File: src/rtl/uart_pkg.sv
// uart_pkg -- shared definitions for the UART transmit path.
//   tx_state_t : framing FSM state encoding
//   PAR_*      : parity mode constants for the PARITY parameter
//   calc_div   : clock cycles per bit (integer truncation)
package uart_pkg;

   typedef enum logic [2:0] {
      ST_IDLE  = 3'd0,
      ST_START = 3'd1,
      ST_DATA  = 3'd2,
      ST_PAR   = 3'd3,
      ST_STOP  = 3'd4
   } tx_state_t;

   localparam int PAR_NONE = 0;
   localparam int PAR_ODD  = 1;
   localparam int PAR_EVEN = 2;

   function automatic int calc_div(input int clk_hz, input int bit_rate);
      return clk_hz / bit_rate;
   endfunction

endpackage

File: src/rtl/uart_fifo.sv
// uart_fifo -- synchronous show-ahead FIFO.
//   CLK, RST : clock, asynchronous active-high reset
//   wr_data, wr : write word / strobe (accepted when not full, or when a read
//                 happens in the same cycle)
//   rd       : pop strobe (ignored when empty); rd_data shows the head word
//   full, empty, level : occupancy status
module uart_fifo #(
   parameter int WIDTH = 8,
   parameter int DEPTH = 16
) (
   input  logic                     CLK,
   input  logic                     RST,
   input  logic [WIDTH-1:0]         wr_data,
   input  logic                     wr,
   input  logic                     rd,
   output logic [WIDTH-1:0]         rd_data,
   output logic                     full,
   output logic                     empty,
   output logic [$clog2(DEPTH):0]   level
);

   localparam int AW = $clog2(DEPTH);
   localparam logic [AW-1:0] PTR_ONE = 1;
   localparam logic [AW:0]   LVL_ONE = 1;
   localparam logic [AW:0]   LVL_MAX = (AW+1)'(DEPTH);

   logic [WIDTH-1:0] mem [DEPTH];
   logic [AW-1:0]    wr_ptr;
   logic [AW-1:0]    rd_ptr;
   logic             wr_ok;
   logic             rd_ok;

   // Status comes from the occupancy count: with power-of-two depth the
   // pointers are equal both when empty and when full.
   assign full  = (level == LVL_MAX);
   assign empty = (level == '0);

   assign rd_ok = rd && !empty;
   // A pop in the same cycle frees a slot, so a full FIFO can still take a write.
   assign wr_ok = wr && (!full || rd_ok);

   assign rd_data = mem[rd_ptr];

   always_ff @(posedge CLK) begin
      if (wr_ok) mem[wr_ptr] <= wr_data;
   end

   always_ff @(posedge CLK or posedge RST) begin
      if (RST) begin
         wr_ptr <= '0;
         rd_ptr <= '0;
         level  <= '0;
      end else begin
         if (wr_ok) wr_ptr <= wr_ptr + PTR_ONE;
         if (rd_ok) rd_ptr <= rd_ptr + PTR_ONE;
         case ({wr_ok, rd_ok})
            2'b10:   level <= level + LVL_ONE;
            2'b01:   level <= level - LVL_ONE;
            default: level <= level;
         endcase
      end
   end

endmodule

File: src/rtl/uart_tx_fifo.sv
// uart_tx_fifo -- buffered UART transmitter.
//   CLK, RST : clock, asynchronous active-high reset
//   DATA, WR : word to enqueue / write strobe
//   TX       : serial line, idle high
//   FULL, EMPTY, LEVEL : FIFO status
//   BUSY     : high while a frame is on TX
//   OVF      : sticky dropped-write flag, present only when the macro
//              UART_TX_FIFO_OVF_EN is defined
module uart_tx_fifo
   import uart_pkg::*;
#(
   parameter int CLK_HZ     = 12_000_000,
   parameter int BIT_RATE   = 9600,
   parameter int DATA_BITS  = 8,
   parameter int PARITY     = 0,
   parameter int STOP_BITS  = 1,
   parameter int FIFO_DEPTH = 16
) (
   input  logic                          CLK,
   input  logic                          RST,
   input  logic [DATA_BITS-1:0]          DATA,
   input  logic                          WR,
   output logic                          TX,
   output logic                          FULL,
   output logic                          EMPTY,
   output logic                          BUSY,
   output logic [$clog2(FIFO_DEPTH):0]   LEVEL
`ifdef UART_TX_FIFO_OVF_EN
   ,
   output logic                          OVF
`endif
);

   localparam int DIV = calc_div(CLK_HZ, BIT_RATE);
   localparam int DW  = (DIV > 1) ? $clog2(DIV) : 1;
   localparam logic [DW-1:0] DIV_LAST  = DW'(DIV - 1);
   localparam logic [DW-1:0] DIV_ONE   = 1;
   localparam logic [3:0]    DATA_LAST = 4'(DATA_BITS - 1);
   localparam logic [3:0]    STOP_LAST = 4'(STOP_BITS - 1);
   localparam logic          PAR_INV   = (PARITY == PAR_ODD);

   tx_state_t            state;
   tx_state_t            state_d;
   logic [DW-1:0]        div_cnt;
   logic [3:0]           bit_cnt;
   logic [DATA_BITS-1:0] shreg;
   logic                 par_bit;
   logic                 tick;
   logic                 pop;
   logic                 tx_d;
   logic                 tx_q;
   logic                 busy_q;
   logic [DATA_BITS-1:0] fifo_data;

   uart_fifo #(
      .WIDTH (DATA_BITS),
      .DEPTH (FIFO_DEPTH)
   ) u_fifo (
      .CLK     (CLK),
      .RST     (RST),
      .wr_data (DATA),
      .wr      (WR),
      .rd      (pop),
      .rd_data (fifo_data),
      .full    (FULL),
      .empty   (EMPTY),
      .level   (LEVEL)
   );

   assign tick = (div_cnt == DIV_LAST);

   // State register plus per-bit datapath.
   always_ff @(posedge CLK or posedge RST) begin
      if (RST) begin
         state   <= ST_IDLE;
         div_cnt <= '0;
         bit_cnt <= '0;
         shreg   <= '0;
         par_bit <= 1'b0;
      end else begin
         state <= state_d;
         if (state == ST_IDLE || tick) div_cnt <= '0;
         else                          div_cnt <= div_cnt + DIV_ONE;
         if (state_d != state) bit_cnt <= '0;
         else if (tick)        bit_cnt <= bit_cnt + 4'd1;
         if (pop) begin
            shreg   <= fifo_data;
            par_bit <= (^fifo_data) ^ PAR_INV;
         end else if (state == ST_DATA && tick) begin
            shreg <= shreg >> 1;
         end
      end
   end

   // Next state. STOP chains straight into START when more data is queued
   // so back-to-back frames have no idle gap.
   always_comb begin
      state_d = state;
      pop     = 1'b0;
      case (state)
         ST_IDLE: begin
            if (!EMPTY) begin
               pop     = 1'b1;
               state_d = ST_START;
            end
         end
         ST_START: if (tick) state_d = ST_DATA;
         ST_DATA: begin
            if (tick && bit_cnt == DATA_LAST)
               state_d = (PARITY != PAR_NONE) ? ST_PAR : ST_STOP;
         end
         ST_PAR: if (tick) state_d = ST_STOP;
         ST_STOP: begin
            if (tick && bit_cnt == STOP_LAST) begin
               if (!EMPTY) begin
                  pop     = 1'b1;
                  state_d = ST_START;
               end else begin
                  state_d = ST_IDLE;
               end
            end
         end
         default: state_d = ST_IDLE;
      endcase
   end

   // Line level for the current state.
   always_comb begin
      tx_d = 1'b1;
      case (state)
         ST_START: tx_d = 1'b0;
         ST_DATA:  tx_d = shreg[0];
         ST_PAR:   tx_d = par_bit;
         default:  tx_d = 1'b1;
      endcase
   end

   // TX and BUSY are registered so the line is glitch-free; they trail the
   // state by one cycle, which puts the start bit two edges after the write.
   always_ff @(posedge CLK or posedge RST) begin
      if (RST) begin
         tx_q   <= 1'b1;
         busy_q <= 1'b0;
      end else begin
         tx_q   <= tx_d;
         busy_q <= (state != ST_IDLE);
      end
   end

   assign TX   = tx_q;
   assign BUSY = busy_q;

`ifdef UART_TX_FIFO_OVF_EN
   logic ovf_q;
   always_ff @(posedge CLK or posedge RST) begin
      if (RST)                      ovf_q <= 1'b0;
      else if (WR && FULL && !pop)  ovf_q <= 1'b1;
   end
   assign OVF = ovf_q;
`endif

endmodule

File: config.mk
export PLATFORM = sky130hd
export DESIGN_NAME = uart_tx_fifo
export DESIGN_NICKNAME = d
export VERILOG_FILES = /design/src/rtl/uart_pkg.sv /design/src/rtl/uart_fifo.sv /design/src/rtl/uart_tx_fifo.sv
export SDC_FILE = /design/constraint.sdc
export NUM_CORES = 1
export LEC_CHECK = 0
export CELL_PAD_IN_SITES_DETAIL_PLACEMENT = 1
export CELL_PAD_IN_SITES_GLOBAL_PLACEMENT = 2
export CORE_MARGIN = 2
export CORE_UTILIZATION = 24
export CTS_CLUSTER_DIAMETER = 120
export DETAILED_ROUTE_END_ITERATION = 10
export PLACE_DENSITY_LB_ADDON = 0.1
export RECOVER_POWER = 25
export SLEW_MARGIN = 20
export SYNTH_ARGS = -nofsm -noshare
export SYNTH_HDL_FRONTEND = slang
export SYNTH_SLANG_ARGS = --single-unit
File: constraint.sdc
create_clock -name CLK -period 6 [get_ports CLK]
set_clock_uncertainty 0.15 [all_clocks]
set_input_delay 1.2 -clock CLK [delete_from_list [all_inputs] [get_ports CLK]]
set_output_delay 1.2 -clock CLK [all_outputs]
set_load 0.05 [all_outputs]
# ---- After elaboration in Yosys (flattened, before gate mapping)
# Memories as Yosys holds them, arrays and structs flattened.
# Index checks and enable logic that the tools add are counted.
dict set report classes {
  eq_ne 10
  n_reduce_logical 17
  n_addsub 6
  muxes 19
}
# op n
set ops {}
lappend ops {{$mux 8} 2}
lappend ops {{$mux 3} 5}
lappend ops {{$pmux 3 s5} 1}
lappend ops {{$add 4x1->4 const B} 3}
lappend ops {{$add 11x1->11 const B} 1}
lappend ops {{$eq 11x11->1 const B} 1}
lappend ops {{$mux 11} 1}
lappend ops {{$pmux 5 s2} 1}
lappend ops {{$mux 4} 2}
lappend ops {{$reduce_xor 8->1} 1}
lappend ops {{$eq 3x2->1 const B} 2}
lappend ops {{$reduce_bool 2->1} 3}
lappend ops {{$add 5x1->5 const B} 1}
lappend ops {{$eq 5x5->1 const B} 1}
lappend ops {{$logic_and 1x1->1} 5}
lappend ops {{$logic_not 5->1} 1}
lappend ops {{$mux 1} 5}
lappend ops {{$sub 5x1->5 const B} 1}
lappend ops {{$eq 4x3->1 const B} 1}
lappend ops {{$logic_not 4->1} 1}
lappend ops {{$eq 3x1->1 const B} 1}
lappend ops {{$eq 3x3->1 const B} 1}
lappend ops {{$logic_not 3->1} 1}
lappend ops {{$ne 3x3->1} 1}
lappend ops {{other kinds (7)} 9}
dict set report totals {
  ram_bits 128
  wordCells 63
  n_memories 1
  in_bits 11
  out_inout_bits 9
  register_bits 42
}
# memory words width read_ports rd_ports_with_merged_regs write_ports line
set mem_list {}
lappend mem_list {u_fifo.mem 16 8 1 0 1 uart_fifo.sv:27} ;# logic [WIDTH-1:0] mem [DEPTH];

# ---- Depth between registers and ports, before layout
dict set report logic_depth {
  ltp_word 9
  depth_mapped 19
  ltp_nobuf 17
}

# ---- Modules after synthesis
# Synthesis repeated with hierarchy kept, for this count alone.
dict set report unflattened {
  hier_cells 457
  hier_area_um2 7334.5
}
# mod seq_area_each_um2 instances area_per_inst_um2 cells_per_inst
set modules_own_cells {}
lappend modules_own_cells {uart_fifo 4169.0 1 5750.5 298}
lappend modules_own_cells {uart_tx_fifo 726.9 1 1584.0 159}

# ---- Worst setup path before layout
# Ideal clock, no wire load.
dict set report synth_path {
  path_kind {flip-flop to flip-flop}
  start {register u_fifo.level[1]}
  end {register u_fifo.level[4]}
  n_path_buf 2
  path_slack_ns 1.880
  setup_ns 0.145
  stages_incl_launch_ff 16
  required_time_ns 5.705
  arrival_time_ns 3.825
  synth_period_minus_slack_ns 4.120
  path_cell_list {dfrtp_1 -> nor4_1 -> nor2b_1 -> nor3_1 -> a21boi_1 -> buf_2 -> ha_1 -> clkbuf_1 -> xor2_1 -> ha_1 -> o21ai_0 -> a21oi_1 -> a21oi_1 -> xor2_1 -> nor2_1 -> xor2_1}
}
dict set report synth_between {
  elab_chain_cells 9
  elab_cells_between_ends 16
  cone_classes {add/sub: 2; eq/ne: 3; mux: 4; reduce/logical: 7}
}
# item line
set synth_rtl {}
lappend synth_rtl {{from (decl)} uart_fifo.sv:19} ;# output logic [$clog2(DEPTH):0] level
lappend synth_rtl {{from (signal assigned)} uart_fifo.sv:57} ;# 2'b10: level <= level + LVL_ONE;
lappend synth_rtl {{from (signal assigned)} uart_fifo.sv:58} ;# 2'b01: level <= level - LVL_ONE;
lappend synth_rtl {{from (signal assigned)} uart_fifo.sv:59} ;# default: level <= level;
lappend synth_rtl {{$logic_not 5->1 *} uart_fifo.sv:36} ;# assign empty = (level == '0);
lappend synth_rtl {{named net EMPTY} uart_tx_fifo.sv:25} ;# output logic EMPTY,
lappend synth_rtl {{$mux 1} {uart_tx_fifo.sv:102, uart_tx_fifo.sv:115}}
lappend synth_rtl {{$mux 1} uart_tx_fifo.sv:114} ;# if (tick && bit_cnt == STOP_LAST) begin
lappend synth_rtl {{$pmux 1 s2} uart_tx_fifo.sv:100} ;# case (state)
lappend synth_rtl {{$logic_and 1x1->1 *} uart_fifo.sv:38} ;# assign rd_ok = rd && !empty;
lappend synth_rtl {{named net u_fifo.rd_ok} uart_fifo.sv:31} ;# logic rd_ok;
lappend synth_rtl {{$logic_or 1x1->1} uart_fifo.sv:40} ;# assign wr_ok = wr && (!full || rd_ok);
lappend synth_rtl {{$logic_and 1x1->1} uart_fifo.sv:40}
lappend synth_rtl {{$eq 2x1->1 / $eq 2x2->1 (equally long branches)} uart_fifo.sv:56} ;# case ({wr_ok, rd_ok})
lappend synth_rtl {{$pmux 5 s2 / $reduce_bool 2->1 (equally long branches)} -}
# Mark *: on every way through the listed nets, which the timed path passes. The rest lies on a longest branch.
# A chain may end at the register's enable or synchronous reset.

# ---- Worst setup path after layout
dict set report layout_path {
  start {register div_cnt[1]}
  end {register u_fifo.level[4]}
}
dict set report layout_between {
  elab_chain_cells 9
  elab_cells_between_ends 11
  cone_classes {eq/ne: 3; mux: 3; reduce/logical: 5}
}
# item line
set layout_rtl {}
lappend layout_rtl {{from (decl)} uart_tx_fifo.sv:44} ;# logic [DW-1:0] div_cnt;
lappend layout_rtl {{from (signal assigned)} uart_tx_fifo.sv:83} ;# else div_cnt <= div_cnt + DIV_ONE;
lappend layout_rtl {{$eq 11x11->1 *} uart_tx_fifo.sv:70} ;# assign tick = (div_cnt == DIV_LAST);
lappend layout_rtl {{$logic_and 1x1->1 *} uart_tx_fifo.sv:114}
lappend layout_rtl {{$mux 1 *} uart_tx_fifo.sv:114}
lappend layout_rtl {{$pmux 1 s2 *} uart_tx_fifo.sv:100}
lappend layout_rtl {{$logic_and 1x1->1 *} uart_fifo.sv:38}
lappend layout_rtl {{$logic_or 1x1->1} uart_fifo.sv:40}
lappend layout_rtl {{$logic_and 1x1->1} uart_fifo.sv:40}
lappend layout_rtl {{$eq 2x1->1 / $eq 2x2->1 (equally long branches)} uart_fifo.sv:56}
lappend layout_rtl {{$pmux 5 s2 / $reduce_bool 2->1 (equally long branches)} -}
# Every way passes the cells marked *; elsewhere a longest branch is shown, timed or not.

==> impl_metrics.py <==
metrics = {
    "yosys": {
        "synth_cell_type_count": 40,
        "synthArstFlopShare": 0.247,
        "synthesis.area_per_instance_um2": 16.0,
        "synth_top_flop_cell": "sky130_fd_sc_hd__edfxtp_1",
        "synth-seq-area-share": 0.687,
        "synth_enable_flop_cells": 128,
        "postSynthCellCount": 446,
        "synth.net_count": 470,
        "synth_cell_area_um2": 7120,
        "synth-seq-cells": 170,
        "yosys_warnings": 0,
    },
    "sta": {
        "worst-slew-pin-transition_ns": 1.73,
        "unrepaired_setup_endpoints_after_global_routing": "false",
        "hold_viol_final": 0,
        "slew_headroom": -0.153,
        "min_period_ns": 4.28,
        "finalSetupTns_ns": 0,
        "finalSetupViolations": 0,
        "slew_viols_final": 43,
        "period_share": 0.713,
        "timing.fmax_ghz": 0.234,
        "holdWs_ns": 0.380,
    },
    "pwr": {
        "max-vdd-ir-drop_mv": 0.177,
        "lkg_pwr_nw": 2.93,
        "cellPowerDensity_nw_per_um2": 354,
    },
    "cells_and_area": {
        "mostFrequentLayoutCell": "sky130_fd_sc_hd__edfxtp_1",
        "antenna-diode-count": 0,
        "final_cell_mix": "128 x sky130_fd_sc_hd__edfxtp_1, 40 x sky130_fd_sc_hd__dfrtp_1, 37 x sky130_fd_sc_hd__nand2_1",
        "syn2layout_area_growth_pct": 17.8,
        "finalNetCount": 497,
        "final_cell_count_no_fill": 875,
        "proportion_of_layout_cells_with_a_drive_suffix_above_1": 0.181,
    },
    "grt": {
        "maximum_number_of_pins_on_one_net_before_global_route_repair": 43,
        "grt_first_pass_wirelength_mm": 26.0,
        "grt_overflow_total": 0,
        "groute.usage.overall": 0.115,
        "number_of_global_route_vias_before_repair": 4161,
        "antenna_found_initial": 0,
    },
    "placement": {
        "post_place_cells": 844,
        "hpwlAfterDp_mm": 10.9,
        "gp_routability_congestion": 0.678,
        "port_buffers": 19,
    },
    "critical_path": {
        "critPathRequiredTime_ns": 6.17,
        "worst_ep_arrival_time_ns": 4.45,
        "timing.critical_path.max_delay_family": "simple AND/OR/NAND/NOR gates",
        "timing.critical_path.to_type": "register",
        "worst-r2r-cell-count": 17,
        "critical_path_class": "reg2reg",
        "crit_path_max_fanout": 11,
        "crit_buf_inv": 2,
        "critical_path.max_stage_delay_ns": 0.68,
        "worst_path_max_delay_cell": "sky130_fd_sc_hd__or4b_4",
        "crit_path_start_kind": "register",
        "critical_path_cell_count": 17,
        "worstPathCellList": "inv_1 -> ha_1 -> and4bb_2 -> nand3_1 -> or4b_4 -> a21boi_1 -> o21a_1 -> inv_4 -> ha_1 -> xor2_1 -> ha_1 -> o21ai_0 -> a21oi_1 -> a21oi_1 -> xor2_1 -> nor2_1 -> xor2_1",
    },
    "die": {
        "num_io_pins": 20,
        "placeableCoreArea_um2": 29400,
        "initial_core_utilization": 0.242,
        "dieHeight_um": 176,
        "placementRows": 63,
        "die_width_um": 176,
        "die_area_um2": 31100,
    },
    "clocking": {
        "clockBufferDepth": 2,
        "post_cts_hold_fix_bufs": 0,
        "clock_sink_count": 170,
        "post_cts_setup_buffers": 0,
        "ctsHtreeMaxLevel": 4,
        "postCtsResizedCells": 0,
        "clock_pin_slew_on_the_worst_setup_and_hold_paths_ns": 0.08,
        "tritoncts_clock_tree": "built",
        "worstSkewPairLatency_ns": 0.43,
        "clock_buffers_created_by_tritoncts": 17,
        "cts_root_buffer": "sky130_fd_sc_hd__clkbuf_16",
    },
    "outcome": {
        "violations": "max-capacitance violations, max-slew violations",
        "run_status": "finished with violations",
    },
    "detailed_routing": {
        "routedWlPerCell_um": 19.2,
        "routed-via-count": 3746,
        "route.antenna.remaining_nets": 0,
        "drt-pass1-iter-count": 4,
        "drt-initial-drc-count": 167,
        "via_per_inst": 4.28,
        "drc": 0,
        "postRouteWirelength_mm": 16.8,
    },
    "min_path": {
        "worstHoldPathType": "reg2reg",
        "worst_hold_stages": 2,
    },
    "job": {
        "maxCapViolCount": 1,
    },
}
synth_stat cells (all sizes together), types with 5 or more instances:
| library cell | number | area (µm²) |
|---|---|---|
| a21oi | 10 | 50.1 |
| a22oi | 16 | 120 |
| and2 | 6 | 37.5 |
| buf | 12 | 62.6 |
| clkbuf | 10 | 38.8 |
| dfrtp | 41 | 1030 |
| edfxtp | 128 | 3840 |
| ha | 13 | 163 |
| inv | 15 | 58.8 |
| mux2i | 7 | 70.1 |
| mux4 | 32 | 721 |
| nand2 | 37 | 139 |
| nand3 | 6 | 30.0 |
| nand4 | 5 | 31.3 |
| nor2 | 27 | 101 |
| nor3 | 7 | 35.0 |
| nor4 | 5 | 31.3 |
| o21ai | 14 | 70.1 |
| xnor2 | 19 | 166 |
| xor2 | 13 | 114 |
stage by stage:
step / total power (W) / utilization / worst slack [ns] / area [µm²]
after detailed placement: 0.00192 / 0.266 / 1.69 / 7810
after global placement: 0.00192 / 0.266 / 1.78 / 7810
after global routing: 0.00311 / 0.285 / 1.34 / 8390
after floorplan: 0.00173 / - / 1.88 / 7120
after CTS: 0.00303 / 0.285 / 1.66 / 8390
final: 0.00297 / 0.285 / 1.72 / 8390
layer usage:
metal | vias up | part of all wire | track usage
li1 | 1731 | - | -
met1 | 1979 | 0.45 | 0.144
met2 | 29 | 0.52 | 0.202
met3 | 7 | 0.021 | 0.0265
met4 | 0 | 0.0097 | 0.0275
met5 | - | 0 | 0
state kept, by name, summed over array words and instances, names as in the netlist:
register and count:
bit_cnt 4, state 3, u_fifo.level 5, div_cnt 11
shreg 8, u_fifo.rd_ptr 4, BUSY 1, u_fifo.mem 128
u_fifo.wr_ptr 4, par_bit 1, TX 1
cell type report:
type                       instances  area (µm²)
timing repair buffer              30         273
clock buffer                      17         425
clock inverter                    14         151
fill                            3080       21000
tap                              390         488
sequential                       170        4900
inverter                          15        58.8
multi-input combinational        239        2100
worst min-delay path, cell delays in order (launching register included):
cell	delay, ns
sky130_fd_sc_hd__dfrtp_1	0.38
sky130_fd_sc_hd__nand2_1	0.05
sky130_fd_sc_hd__o21ai_0	0.06
logic make-up after synthesis:
| group | share of synthesized area |
|---|---|
| multiplexers | 0.114 |
| XOR/XNOR | 0.0393 |
| buffers and inverters | 0.0225 |
| AO/OA/AOI/OAI | 0.0415 |
| adder cells (fa/ha/maj) | 0.0228 |
| AND/OR/NAND/NOR | 0.0724 |
| flip-flops | 0.687 |
worst paths after layout:
path | endpoint | startpoint | slack, ns
setup / recovery | u_fifo.level[4]$_DFFE_PP0P_ | div_cnt[1]$_DFF_PP0_ | 1.72
hold / removal | shreg[7]$_DFFE_PP0P_ | shreg[7]$_DFFE_PP0P_ | 0.38
setup reg to reg | u_fifo.level[4]$_DFFE_PP0P_ | div_cnt[1]$_DFF_PP0_ | 1.72
hold reg to reg | shreg[7]$_DFFE_PP0P_ | shreg[7]$_DFFE_PP0P_ | 0.38
max in group asynchronous | u_fifo.rd_ptr[0]$_DFFE_PP0P_ | RST | 3.11
min in group asynchronous | BUSY$_DFF_PP0_ | RST | 1.48
where the power goes:
group	internal (W)	total, W	switching (W)
combinational	0.000149	0.000415	0.000266
clock	0.000557	0.00109	0.000529
sequential	0.00138	0.00147	0.0000811
total	0.00209	0.00297	0.000876
Note: power is estimated with default switching activity, not from simulation.
==> RTL change 1: new RTL, same flow settings <==
The option `UART_TX_FIFO_OVF_EN` is turned on by a define.
--- a/src/rtl/uart_tx_fifo.sv
+++ b/src/rtl/uart_tx_fifo.sv
@@ -8,2 +8,4 @@
 //              UART_TX_FIFO_OVF_EN is defined
+`define UART_TX_FIFO_OVF_EN
+
 module uart_tx_fifo
Function (old outputs only; new: OVF): kept (equiv_simple and equiv_induct, registers matched by name and starting in step).
==> RTL change 1 against the unedited design <==
- the run still ends with max-capacitance violations, max-slew violations left
- setup slack better by 0.15 ns
- combinational power is 6.3% higher
- sequential cell count is 1 higher
- routed wire length is 2.2% higher
- sequential share of layout area is 0.38 points lower
- non-clock buffer count is 1 higher
- final area is 1.2% higher
- count of clock-buffer cells in the layout stayed put
- fmax is 3.7% higher
- synthesized area is 1.8% higher
- power is 1.9% higher
- largest cell class unchanged
- highest routed layer unchanged
==> RTL change 1: results <==
set metrics [dict create \
    ys_seq_area_share_pct 67.88 \
    top_regs "u_fifo.mem: 128 flops, div_cnt: 11 flops, shreg: 8 flops" \
    r2r-end "u_fifo.level[4]$_DFFE_PP0P_" \
    htree_levels 4 \
    ir_drop_mv 0.1736 \
    drt_iter0_markers 270 \
    gp_congestion 0.6871 \
    rr_startpoint "div_cnt[1]$_DFF_PP0_" \
    violations "max-capacitance violations, max-slew violations" \
    synth_common_cells "edfxtp_1, dfrtp_1, nand2_1" \
    crit_path_max_fanout 9 \
    stdcell_count 876 \
    cp_slowest_cell "nor2b_1" \
    nets 497 \
    synth.area.top_cells "edfxtp_1, dfrtp_1, mux4_2, mux4_1, xnor2_1" \
    cts_buffer_depth 2 \
    power.leakage_nw 3.005 \
    clock-root-buffer "clkbuf_16" \
    post_cts_resized 0 \
    dpl.hpwl_um 11090 \
    ys_types 42 \
    post-cts-setup-buffers 0 \
    cts.reportedPaths.clkPinSlew_ns 0.08 \
    synthArstFlopShare_pct 25.15 \
    holdPathStages 1 \
    track_usage_pct 11.76 \
    outcome "complete, but fails checks" \
    place_inst 844 \
    synth_edf_count 128 \
    fillerInstances 3061 \
    crit_type "reg2reg" \
    syn_nets 469 \
    vias_per_cell 4.336 \
    numCtsBuffers 17 \
    dp_slack_ns 1.724 \
    clk-insertion-delay-late_ns 0.44 \
    grt_max_degree 44 \
    slew_headroom_pct -42.34 \
    drive_gt1_share_pct 15.84 \
    n_antenna_cell 0 \
    dr.pass1.iters 4 \
    cpPeakStageDelay_ns 0.51 \
    hold_class "reg2reg" \
    io_buffers 20 \
    postSynthCellCount 445 \
    postRouteWirelength_um 17140 \
    cap_violations 1 \
    rr_worst_depth 17 \
    crit_family "simple AND/OR/NAND/NOR gates" \
    worstPathArrival_ns 4.30 \
    antenna_found_initial 0 \
    synth_flop_cell "edfxtp_1" \
    fin_ws_ns 1.875 \
    final-max-slew-violation-count 44 \
    grt_pass1_wl_um 26720 \
    first_global_vias 4198 \
    yosys_warnings 0 \
]
[RTL change 1: worst register-to-register path, delay by kind of cell (launching register included)]
kind,cells,cell delay (ns)
flip-flops,1,0.41
adder cells (fa/ha/maj),3,0.71
AND/OR/NAND/NOR,4,1.10
buffers and inverters,2,0.27
AO/OA/AOI/OAI,5,0.91
XOR/XNOR,3,0.49
[RTL change 1: metrics by stage]
step | cell area, µm² | hold slack [ns] | util [%] | power (mW)
after floorplan | 7249 | 0.3308 | - | 1.758
after global placement | 7899 | 0.2974 | 26.58 | 1.953
after detailed placement | 7899 | 0.2934 | 26.58 | 1.956
after CTS | 8492 | 0.3111 | 28.58 | 3.084
after global routing | 8488 | 0.3314 | 28.56 | 3.162
final | 8488 | 0.3073 | 28.56 | 3.023
[RTL change 1: final cells by class]
type / count / area, µm² / area share (%)
Clock buffer: 17 / 425.4 / 5.012
Timing Repair Buffer: 31 / 282.8 / 3.331
Multi-Input combinational cell: 242 / 2163 / 25.49
Inverter: 10 / 38.79 / 0.4570
Tap cell: 390 / 488.0 / 5.749
Sequential cell: 171 / 4922 / 57.99
Clock inverter: 15 / 167.7 / 1.975
[RTL change 1: logic make-up after synthesis]
kind of cell               share of synthesized area (%)
DFF                                                67.88
adders and majority gates                          2.244
muxes                                              11.87
buffers and inverters                              2.589
and+or+nand+nor                                    7.715
AOI/OAI and AO/OA                                  3.831
xor gates and xnor gates                           3.866
[RTL change 1: power by group]
group | total [mW] | internal, mW | leakage [nW] | switching (mW)
Clock | 1.11 | 0.564 | 0.287 | 0.548
Combinational | 0.441 | 0.165 | 1.03 | 0.276
Sequential | 1.47 | 1.39 | 1.69 | 0.0755
[RTL change 1: worst min-delay path by stage]
stage                               from                   end
finish                   OVF$_DFFE_PP0P_       OVF$_DFFE_PP0P_
global route             OVF$_DFFE_PP0P_       OVF$_DFFE_PP0P_
CTS                      OVF$_DFFE_PP0P_       OVF$_DFFE_PP0P_
detailed placement       OVF$_DFFE_PP0P_       OVF$_DFFE_PP0P_
global placement         OVF$_DFFE_PP0P_       OVF$_DFFE_PP0P_
floorplan           div_cnt[0]$_DFF_PP0_  div_cnt[0]$_DFF_PP0_
[RTL change 1: layer usage]
layer	global-route usage, %	up-vias	share of wire [%]
met5	0	-	0
met4	3.279	0	0.84
met3	2.635	9	2.3
met2	19.17	45	49
met1	15.71	2005	48
li1	-	1739	-
==> RTL change 2: new RTL, same flow settings <==
Without the edit above. Put a register stage on the output `LEVEL`, cleared by the reset. The value now appears one clock later. The other outputs are not delayed to match.
--- a/src/rtl/uart_tx_fifo.sv
+++ b/src/rtl/uart_tx_fifo.sv
@@ -41,2 +41,4 @@
 
+   logic [$clog2(FIFO_DEPTH):0] LEVEL_d;
+
    tx_state_t            state;
@@ -66,3 +68,3 @@
       .empty   (EMPTY),
-      .level   (LEVEL)
+      .level   (LEVEL_d)
    );
@@ -161,2 +163,10 @@
 
+   always_ff @(posedge CLK or posedge RST) begin
+      if (RST) begin
+         LEVEL <= '0;
+      end else begin
+         LEVEL <= LEVEL_d;
+      end
+   end
+
 endmodule
Check against the original RTL: not equivalent (a bounded check fails within 4 cycles, from zero or initial values and one cycle with RST high).
==> RTL change 2 against the unedited design <==
- the run still ends with max-capacitance violations, max-slew violations left
- die area grew 3.0%
- register-to-register slack improved by 0.17 ns
- first-iteration DRC count increased by 23%
- synthesized area increased by 3.0%
- sequential power is 4% higher
- final area increased by 2.6%
- sequential cell count rose by 5
- routed wire length grew 2.5%
- largest power group unchanged
- core utilization down 0.19 points
- via count increased by 2.1%
- power increased by 6.1%
- setup slack better by 0.10 ns
==> RTL change 2: results <==
set metrics [dict create \
    wl_met1_um 7975 \
    dp_slack_ns 1.684 \
    total_power_mw 3.146 \
    final-max-slew-violation-count 48 \
    met1_usage_pct 15.01 \
    first_global_vias 4247 \
    synth.area.top_cells "edfxtp_1, dfrtp_1, mux4_2, mux4_1, xnor2_1" \
    comb_power_uw 423 \
    outcome "complete, but fails checks" \
    cap_violations 1 \
    worstPathArrival_ns 3.76 \
    drive_gt1_share_pct 15.43 \
    stdcell_count 882 \
    ys_types 45 \
    postRouteWirelength_um 17200 \
    postSynthCellCount 450 \
    rr_startpoint "div_cnt[2]$_DFF_PP0_" \
    ir_drop_mv 0.1880 \
    rr_worst_depth 15 \
    timing.hold.ws_ns 0.2972 \
    max_freq_mhz 239.5 \
    internal_power_mw 2.297 \
    violations "max-capacitance violations, max-slew violations" \
    min_from "u_fifo.level[4]$_DFFE_PP0P_" \
    cpPeakStageDelay_ns 1.94 \
]
## RTL change 2: cell count changes after synthesis, sizes merged, moves of 2 or more
cell / before / now
nor3b: 1 / 3
o21ai: 14 / 11
o21a: 2 / 0
inv: 15 / 12
dfrtp: 41 / 46
a22oi: 16 / 19
mux2i: 7 / 4
## RTL change 2: cell type report
type,count,area [µm²]
clock buffers,17,425.4
clock inverters,14,210.2
fillers,3130,21750
inverters,12,45.04
multi-input cells,241,2158
flip-flops and latches,175,5022
well taps,396,495.5
repair buffers,27,246.5
## RTL change 2: cells by family (layout without fill, tap and decap cells)
group | count (synthesis) | count (layout) | share of synthesized area [%]
compound gates | 45 | 45 | 3.871
xor+xnor | 32 | 32 | 3.819
fa+ha+maj | 13 | 13 | 2.217
buf+inv | 34 | 70 | 2.779
flops | 175 | 175 | 68.42
mux | 38 | 38 | 11.24
simple gates | 113 | 113 | 7.656
